## config.mk

```make
export PLATFORM = sky130hd
export DESIGN_NAME = correlator_readback
export DESIGN_NICKNAME = d
export VERILOG_FILES = /design/src/rtl/tartcfg.sv /design/src/rtl/readback_counter.sv /design/src/rtl/correlator_readback.sv
export SDC_FILE = /design/constraint.sdc
export NUM_CORES = 1
export LEC_CHECK = 0
export CORE_MARGIN = 10
export CORE_UTILIZATION = 31
export CTS_CLUSTER_SIZE = 28
export DETAILED_ROUTE_END_ITERATION = 8
export PLACE_DENSITY = 0.6
export SKIP_LAST_GASP = 1
export SLEW_MARGIN = 20
export SYNTH_ARGS = -nofsm -noshare
export SYNTH_HDL_FRONTEND = slang
export SYNTH_SLANG_ARGS = --single-unit
```

## constraint.sdc

```tcl
create_clock -name clk_i -period 4.6 [get_ports clk_i]
set_clock_uncertainty 0.1 [all_clocks]
set_input_delay 0.92 -clock clk_i [delete_from_list [all_inputs] [get_ports clk_i]]
set_output_delay 0.92 -clock clk_i [all_outputs]
set_load 0.02 [all_outputs]
```

## src/rtl/tartcfg.sv

```systemverilog
// Shared configuration for the correlator readback path: default sizes,
// address field widths and the readback FSM state encoding.
package tartcfg;

    localparam int DEF_ACCUM = 24;  // visibility word width
    localparam int DEF_TRATE = 12;  // time-multiplex slots per correlator block
    localparam int DEF_NBLK  = 6;   // correlator blocks on the bus
    localparam int DEF_TMOUT = 15;  // WACK cycles allowed before giving up

    localparam int WORD_W = 3;
    localparam int SLOT_W = 4;
    localparam int BANK_W = 4;
    localparam int BLK_W  = 3;
    localparam int ADR_W  = BANK_W + SLOT_W + WORD_W;

    typedef enum logic [2:0] {
        ST_IDLE = 3'd0,
        ST_REQ  = 3'd1,
        ST_WACK = 3'd2,
        ST_HOLD = 3'd3,
        ST_NEXT = 3'd4,
        ST_DONE = 3'd5
    } rb_state_t;

    // Bus address layout: bank in the top bits, word index fastest.
    function automatic logic [ADR_W-1:0] make_adr(input logic [BANK_W-1:0] bank,
                                                  input logic [SLOT_W-1:0] slot,
                                                  input logic [WORD_W-1:0] word);
        return {bank, slot, word};
    endfunction

endpackage

```

## src/rtl/readback_counter.sv

```systemverilog
// Nested word/slot/block counter for one readback sequence. Word runs
// fastest (0..7), then slot (0..TRATE-1), then block (0..NBLK-1).
// blk_last flags the final word of a block, tc the final word overall.
module readback_counter
    import tartcfg::*;
#(
    parameter int TRATE = DEF_TRATE,
    parameter int NBLK  = DEF_NBLK
) (
    input  logic              clk_i,
    input  logic              rst,
    input  logic              clr,
    input  logic              adv,
    output logic [WORD_W-1:0] word,
    output logic [SLOT_W-1:0] slot,
    output logic [BLK_W-1:0]  blk,
    output logic              blk_last,
    output logic              tc
);

    localparam logic [WORD_W-1:0] WORD_LAST = '1;
    localparam logic [SLOT_W-1:0] SLOT_LAST = SLOT_W'(TRATE - 1);
    localparam logic [BLK_W-1:0]  BLK_LAST  = BLK_W'(NBLK - 1);

    assign blk_last = (word == WORD_LAST) && (slot == SLOT_LAST);
    assign tc       = blk_last && (blk == BLK_LAST);

    // Advance the word/slot/block odometer; clr restarts a sequence.
    always_ff @(posedge clk_i) begin
        if (rst || clr) begin
            word <= '0;
            slot <= '0;
            blk  <= '0;
        end else if (adv) begin
            if (word != WORD_LAST) begin
                word <= word + 1'b1;
            end else begin
                word <= '0;
                if (slot != SLOT_LAST) begin
                    slot <= slot + 1'b1;
                end else begin
                    slot <= '0;
                    blk  <= (blk == BLK_LAST) ? '0 : blk + 1'b1;
                end
            end
        end
    end

endmodule

```

## src/rtl/correlator_readback.sv

```systemverilog
// Correlator readback master. Walks every word of every slot of every
// correlator block in one bank over a single-beat read bus, and streams
// each visibility word out on a valid/ready port.
//
// Output stream handshake: dat_o is offered while vld_o is high and is
// held unchanged until the cycle in which rdy_i is also high; that cycle
// transfers exactly one word. vld_o never drops without a transfer except
// on rst.
module correlator_readback
    import tartcfg::*;
#(
    parameter int ACCUM = DEF_ACCUM,
    parameter int TRATE = DEF_TRATE,
    parameter int NBLK  = DEF_NBLK,
    parameter int TMOUT = DEF_TMOUT
) (
    input  logic              clk_i,
    input  logic              rst,
    input  logic              start_i,
    input  logic [BANK_W-1:0] bank_i,
    output logic              cyc_o,
    output logic              stb_o,
    output logic              we_o,
    output logic              bst_o,
    output logic [ADR_W-1:0]  adr_o,
    output logic [BLK_W-1:0]  blk_o,
    input  logic              ack_i,
    input  logic [ACCUM-1:0]  dat_i,
    output logic [ACCUM-1:0]  dat_o,
    output logic              vld_o,
    input  logic              rdy_i,
    output logic              busy_o,
    output logic              done_o,
    output logic              overrun_o,
    output logic              err_o
);

    localparam int TMO_W = $clog2(TMOUT + 1);
    localparam logic [TMO_W-1:0] TMO_LAST = TMO_W'(TMOUT - 1);

    rb_state_t         state;
    rb_state_t         state_nxt;
    logic [BANK_W-1:0] bank;
    logic [BANK_W-1:0] pend_bank;
    logic              pending;
    logic              overrun;
    logic              err;
    logic [ACCUM-1:0]  dat;
    logic [TMO_W-1:0]  tcnt;

    logic              cnt_clr;
    logic              cnt_adv;
    logic              cap;
    logic              tmo_hit;

    logic [WORD_W-1:0] word;
    logic [SLOT_W-1:0] slot;
    logic [BLK_W-1:0]  blk;
    logic              blk_last;
    logic              tc;

    readback_counter #(
        .TRATE (TRATE),
        .NBLK  (NBLK)
    ) u_counter (
        .clk_i    (clk_i),
        .rst      (rst),
        .clr      (cnt_clr),
        .adv      (cnt_adv),
        .word     (word),
        .slot     (slot),
        .blk      (blk),
        .blk_last (blk_last),
        .tc       (tc)
    );

    // State register.
    always_ff @(posedge clk_i) begin
        if (rst) begin
            state <= ST_IDLE;
        end else begin
            state <= state_nxt;
        end
    end

    // Next-state decode and the per-cycle strobes that drive the datapath.
    always_comb begin
        state_nxt = state;
        cnt_clr   = 1'b0;
        cnt_adv   = 1'b0;
        cap       = 1'b0;
        tmo_hit   = 1'b0;
        unique case (state)
            ST_IDLE: begin
                if (pending || start_i) begin
                    cnt_clr   = 1'b1;
                    state_nxt = ST_REQ;
                end
            end
            ST_REQ: begin
                state_nxt = ST_WACK;
            end
            ST_WACK: begin
                if (ack_i) begin
                    cap       = 1'b1;
                    state_nxt = ST_HOLD;
                end else if (tcnt == TMO_LAST) begin
                    // Slave is dead: abandon the whole sequence.
                    tmo_hit   = 1'b1;
                    state_nxt = ST_IDLE;
                end
            end
            ST_HOLD: begin
                if (rdy_i) begin
                    state_nxt = ST_NEXT;
                end
            end
            ST_NEXT: begin
                if (tc) begin
                    state_nxt = ST_DONE;
                end else begin
                    cnt_adv   = 1'b1;
                    state_nxt = ST_REQ;
                end
            end
            ST_DONE: begin
                state_nxt = ST_IDLE;
            end
            default: begin
                state_nxt = ST_IDLE;
            end
        endcase
    end

    // Request intake: a start while busy parks in a one-deep pending slot,
    // a second start while that slot is full flags overrun (latest bank wins).
    always_ff @(posedge clk_i) begin
        if (rst) begin
            bank      <= '0;
            pend_bank <= '0;
            pending   <= 1'b0;
            overrun   <= 1'b0;
        end else if (state == ST_IDLE) begin
            if (pending) begin
                bank    <= pend_bank;
                pending <= start_i;
                if (start_i) begin
                    pend_bank <= bank_i;
                end
            end else if (start_i) begin
                bank <= bank_i;
            end
        end else if (start_i) begin
            pending   <= 1'b1;
            pend_bank <= bank_i;
            if (pending) begin
                overrun <= 1'b1;
            end
        end
    end

    // Ack timeout counter, read data capture and the sticky error flag.
    always_ff @(posedge clk_i) begin
        if (rst) begin
            tcnt <= '0;
            dat  <= '0;
            err  <= 1'b0;
        end else begin
            if (state == ST_REQ) begin
                tcnt <= '0;
            end else if (state == ST_WACK) begin
                tcnt <= tcnt + 1'b1;
            end
            if (cap) begin
                dat <= dat_i;
            end
            if (tmo_hit) begin
                err <= 1'b1;
            end
        end
    end

    assign cyc_o     = (state == ST_REQ) || (state == ST_WACK) || (state == ST_HOLD);
    assign stb_o     = (state == ST_REQ);
    assign we_o      = 1'b0;
    assign bst_o     = cyc_o && !blk_last;
    assign adr_o     = make_adr(bank, slot, word);
    assign blk_o     = blk;
    assign dat_o     = dat;
    assign vld_o     = (state == ST_HOLD);
    assign done_o    = (state == ST_DONE);
    assign busy_o    = (state != ST_IDLE) || pending;
    assign overrun_o = overrun;
    assign err_o     = err;

endmodule

```

==> impl_metrics.yaml, run 1 <==
outcome:
  status: "completed"
synthesis:
  synth_warnings: 0
  synthesis.area_um2: 2288
  synth-seq-cells: 52
  synth_cell_types: 45
  synth.net_count: 308
  synthTopCellsByArea: "dfxtp_1 (45%), nand2_1 (8.9%), a21oi_1 (7.0%)"
  syn_inst: 270
  netlist.area_leader.share: 0.4549
  synthArstFlopShare: 0
  synth_largest_area_cell: "dfxtp_1"
  yosysSeqAreaShare: 0.4549
  synth_edf_count: 0
  avgSynthCellArea_um2: 8.476
  synth_ff_type: "dfxtp_1"
clocking:
  cts_buffers: 5
  cts-htree-levels: 2
  clock_latency_ns: 0.30
  cts_setup_buffers: 0
  cts_max_path_buffers: 2
  cts-root-buf: "clkbuf_8"
  cts_sinks: 52
  cts_tree: "built"
  cts_resized: 0
  hold_buffers: 0
  clkTransAtPathRegs_ns: 0.09
cells_and_area:
  diodes: 0
  fill_cells: 741
  layout.nets: 377
  syn_to_final_growth_pct: 39.69
  fin_area_um2: 3197
  drive_above_1_share: 0.05000
routing:
  drc_errors: 0
  viasPerCell: 4.490
  wl_mm: 5.849
  first_pass_iters: 4
  vias: 1971
  wl_per_cell_um: 13.32
  drtIter0Drc: 79
  antenna_left: 0
placed_design:
  pre_cts_ws_ns: 1.614
  hpwl_mm: 4.224
  place.gp.congestion: 0.7440
  placed_area_um2: 3107
  numPortBuffers: 78
sta:
  worstMarginPinSlew_ns: 0.8655
  setup_viol: 0
  layout_min_cycle_time_ns: 3.292
  tns_ns: 0
  hold_ws_ns: 0.3587
  period_share: 0.7156
  finalWorstSetupSlack_ns: 1.308
  hold_viol_final: 0
  slew_headroom: 0.4230
  fmaxAchievable_mhz: 303.8
  slew_viol_final: 0
  rsz0062_at_grt: "no"
worst_setup_path:
  critical_path_required_ns: 3.58
  endpoint_kind: "output port"
  cp-start-kind: "register"
  critical_path_class: "register to output port"
  path_max_fanout: 17
  worstPathArrival_ns: 2.27
grt:
  antenna_found_initial: 0
  gr-max-usage-layer: "met2"
  grtUsageMet2: 0.1674
  grt_max_degree: 44
  grt.met3_usage: 0.02778
  grt_first_pass_wirelength_mm: 9.625
  grt_pass1_vias: 1845
  track_usage: 0.1021
  grt_util_met1: 0.1261
  overflow: 0
power_and_ir_drop:
  combPwrFrac: 0.231
  power.density_nw_per_um2: 314.7
  p_clk_frac: 0.268
  p_leak_nw: 1.165
  p_seq_frac: 0.502
  ir_drop_mv: 0.1449
  finalPower_mw: 1.006
  cellInternalPower_uw: 712.1
  sw_frac_of_total: 0.2922
  power.net_switching_uw: 294.0
flow_run:
  drv_cap: 0
floorplanning:
  start_util: 0.3172
  die_x_um: 105.9
  die_area_um2: 11220
  rows: 31
  die_h_um: 105.9
  pin_count: 80
  coreArea_um2: 7214
hold_path:
  hold_class: "register to register"
sequential cells by signal, summed over array words and instances (netlist names):
signal	flops
overrun_o	1
pend_bank	4
u_counter.word	3
state	3
dat_o	24
bank	4
pending	1
err_o	1
u_counter.blk	3
tcnt	4
u_counter.slot	4
worst max-delay path, cell delays in order, from the launching register on:
cell and delay (ns):
dfxtp_1 0.50, or3_1 0.57, or2_2 0.34, clkdlybuf4s50_1 0.57
cell type report:
| cell class | count | area, µm² | area share |
|---|---|---|---|
| inverter | 5 | 18.77 | 0.005871 |
| clock buffer | 8 | 90.09 | 0.02818 |
| timing repair buffer | 80 | 795.8 | 0.2489 |
| sequential | 52 | 1041 | 0.3256 |
| tap | 99 | 123.9 | 0.03875 |
| multi-input combinational | 195 | 1127 | 0.3526 |
per-layer routing:
layer / vias up / part of all wire
met5: - / 0
met3: 4 / 0.051
met2: 41 / 0.47
met4: 0 / 0.0094
met1: 880 / 0.47
li1: 1046 / -
worst paths after layout:
check / startpoint / to / slack (ns) / depth (start not counted)
max: state[0]$_SDFFE_PP0P_ / busy_o / 1.31 / 3
max reg2reg: state[0]$_SDFFE_PP0P_ / dat_o[7]$_SDFFE_PP0P_ / 2.55 / 4
min reg2reg: dat_o[21]$_SDFFE_PP0P_ / dat_o[21]$_SDFFE_PP0P_ / 0.36 / 2
min: dat_o[21]$_SDFFE_PP0P_ / dat_o[21]$_SDFFE_PP0P_ / 0.36 / 2
per-stage QoR:
| stage | util | instances |
|---|---|---|
| 2_1_floorplan | - | 270 |
| 3_3_place_gp | 0.4306 | 431 |
| 3_5_place_dp | 0.4306 | 431 |
| 4_1_cts | 0.4431 | 439 |
| 5_1_grt | 0.4431 | 439 |
| 6_report | 0.4431 | 439 |
cells in the mapped netlist (all sizes together), types with 2 or more instances:
master,instances
nor3,8
a22oi,3
nand2b,4
or2,4
or3,2
nor3b,3
inv,5
nand3,4
a211oi,4
nand2,54
a31oi,3
nand4b,2
buf,10
o21ai,3
nor2,31
nand3b,2
dfxtp,52
mux2i,14
ha,5
clkbuf,8
a21oi,32
nor2b,2
logic make-up after synthesis:
logic type	Yosys count	share of synthesized area
xor+xnor	1	0.003828
mux	15	0.06615
simple gates	121	0.2564
buf+inv	23	0.05249
compound gates	52	0.1372
flops	52	0.4549
other cells	1	0.001639
fa+ha+maj	5	0.02734
power groups by stage:
stage	combinational [mW]	clock [mW]	sequential [mW]
finish	0.232	0.269	0.505
CTS	0.236	0.279	0.506
floorplan	0.139	0	0.520
global route	0.252	0.299	0.511
detailed placement	0.235	0	0.516
global placement	0.235	0	0.515
placed cells by master (no fill, tap or decap), types with 3 or more instances in the layout:
cell type        count
mux2i_1             14
nand2_1             54
nand3_1              4
a22oi_1              3
dfxtp_1             52
a21oi_1             32
a211oi_1             4
nand2b_1             4
clkbuf_8             6
a31oi_1              3
clkdlybuf4s50_1     78
ha_1                 5
nor3_1               6
inv_1                5
nor2_1              29
No activity file was read; power rests on OpenSTA's default activity.
==> inputs of run 2 (changes only) <==
==> constraint.sdc (replaced) <==
create_clock -name clk_i -period 3.24 [get_ports clk_i]
set_clock_uncertainty 0.1 [all_clocks]
set_input_delay 0.648 -clock clk_i [delete_from_list [all_inputs] [get_ports clk_i]]
set_output_delay 0.648 -clock clk_i [all_outputs]
set_load 0.02 [all_outputs]
==> impl_metrics.yaml, run 2 (synthesis results as in run 1) <==
outcome:
  status: "completed"
worst_setup_path:
  endpoint_kind: "output port"
  worstPathArrival_ns: 2.26
  critical_path_required_ns: 2.49
  cp-start-kind: "register"
  reg2reg_depth: 4
  critical_path_class: "register to output port"
  path_max_fanout: 17
grt:
  antenna_found_initial: 0
  grt_max_degree: 29
  track_usage: 0.1064
  grt_pass1_vias: 1962
  grt_first_pass_wirelength_mm: 9.991
  overflow: 0
sta:
  slew_viol_final: 0
  tns_ns: 0
  worstMarginPinSlew_ns: 0.6197
  layout_min_cycle_time_ns: 3.005
  setup_viol: 0
  slew_headroom: 0.5856
  fmaxAchievable_mhz: 332.8
  hold_viol_final: 0
  rsz0062_at_grt: "no"
  period_share: 0.9274
cells_and_area:
  drive_above_1_share: 0.06140
  final_cell_mix: "clkdlybuf4s50_1 (78), nand2_1 (54), dfxtp_1 (52)"
  final_common_cell: "clkdlybuf4s50_1"
  fill_cells: 755
  largest_register_ffs: 24
  diodes: 0
  fin_area_um2: 3218
  layout.nets: 379
  postLayoutCoreUtil: 0.4461
  syn_to_final_growth_pct: 40.62
clocking:
  cts_setup_buffers: 0
  clock_latency_ns: 0.30
  hold_buffers: 0
  cts_max_path_buffers: 2
  cts-htree-levels: 2
  cts_buffers: 5
  cts-root-buf: "clkbuf_8"
  cts_sinks: 52
  clkTransAtPathRegs_ns: 0.10
  cts_resized: 0
  cts_tree: "built"
floorplanning:
  rows: 31
  start_util: 0.3172
  coreArea_um2: 7214
  die_h_um: 105.9
  die_x_um: 105.9
  die_area_um2: 11220
  pin_count: 80
power_and_ir_drop:
  p_leak_nw: 1.181
  finalPower_mw: 1.447
  power.density_nw_per_um2: 449.7
  ir_drop_mv: 0.1993
flow_run:
  drv_cap: 0
routing:
  wl_per_cell_um: 13.57
  wl_mm: 5.983
  vias: 2030
  drc_errors: 0
  viasPerCell: 4.603
  first_pass_iters: 4
  drtIter0Drc: 73
  antenna_left: 0
placed_design:
  hpwl_mm: 4.364
  placed_area_um2: 3122
  place.gp.congestion: 0.7853
  numPortBuffers: 78
hold_path:
  hold_class: "register to register"
  min_path_cells: 2
[run 2: cell count changes in the layout (fill, tap and decap cells not counted)]
cell      change
buf_4         +2
clkbuf_1      -2
clkinv_2      +1
inv_6         +1
[run 2: critical path, cell delays in order (launching register included)]
cell and delay [ns]:
dfxtp_1 0.49, or3_1 0.56, or2_2 0.34, clkdlybuf4s50_1 0.56
[run 2: final cells by class]
class	instances	area, µm²	share of cell area
multi-input cells	195	1127	0.3503
flip-flops and latches	52	1041	0.3235
repair buffers	82	810.8	0.2519
well taps	99	123.9	0.03849
clock buffers	6	82.58	0.02566
inverters	5	18.77	0.005832
clock inverters	2	13.76	0.004277
[run 2: metrics by stage]
stage | hold WS (ns) | cells | setup slack [ns]
2_1_floorplan | 0.3632 | 270 | 1.158
3_3_place_gp | 0.3414 | 433 | 0.5816
3_5_place_dp | 0.3455 | 433 | 0.5494
4_1_cts | 0.3600 | 441 | 0.2069
5_1_grt | 0.3780 | 441 | 0.1262
6_report | 0.3568 | 441 | 0.2353
[run 2: path summary, 6_finish.rpt]
| path | from | end | slack (ns) |
|---|---|---|---|
| hold / removal | dat_o[1]$_SDFFE_PP0P_ | dat_o[1]$_SDFFE_PP0P_ | 0.36 |
| setup reg to reg | state[0]$_SDFFE_PP0P_ | u_counter.blk[0]$_SDFFE_PP0P_ | 1.24 |
| setup / recovery | state[0]$_SDFFE_PP0P_ | busy_o | 0.24 |
| hold reg to reg | dat_o[1]$_SDFFE_PP0P_ | dat_o[1]$_SDFFE_PP0P_ | 0.36 |
[run 2: metal layers]
metal / up-vias / part of all wire / global-route usage / routed length (µm)
met4: 0 / 0.0092 / 0.02901 / 55
li1: 1044 / - / - / -
met3: 4 / 0.041 / 0.03019 / 245
met1: 938 / 0.46 / 0.1291 / 2737
met2: 44 / 0.49 / 0.1798 / 2945
met5: - / 0 / 0 / 0
[run 2: where the power goes]
group | internal, mW | switching [mW]
logic | 0.165 | 0.178
clock network | 0.175 | 0.219
registers | 0.676 | 0.0348
==> inputs of run 3 (changes only) <==
--- a/config.mk
+++ b/config.mk
@@ -9,6 +9,7 @@
 export CORE_UTILIZATION = 31
 export CTS_CLUSTER_SIZE = 28
 export DETAILED_ROUTE_END_ITERATION = 8
+export GPL_ROUTABILITY_DRIVEN = 0
 export PLACE_DENSITY = 0.6
 export SKIP_LAST_GASP = 1
 export SLEW_MARGIN = 20
==> results of run 3 <==
Same layout as run 2: the final DEF is identical, and so are final timing and power.
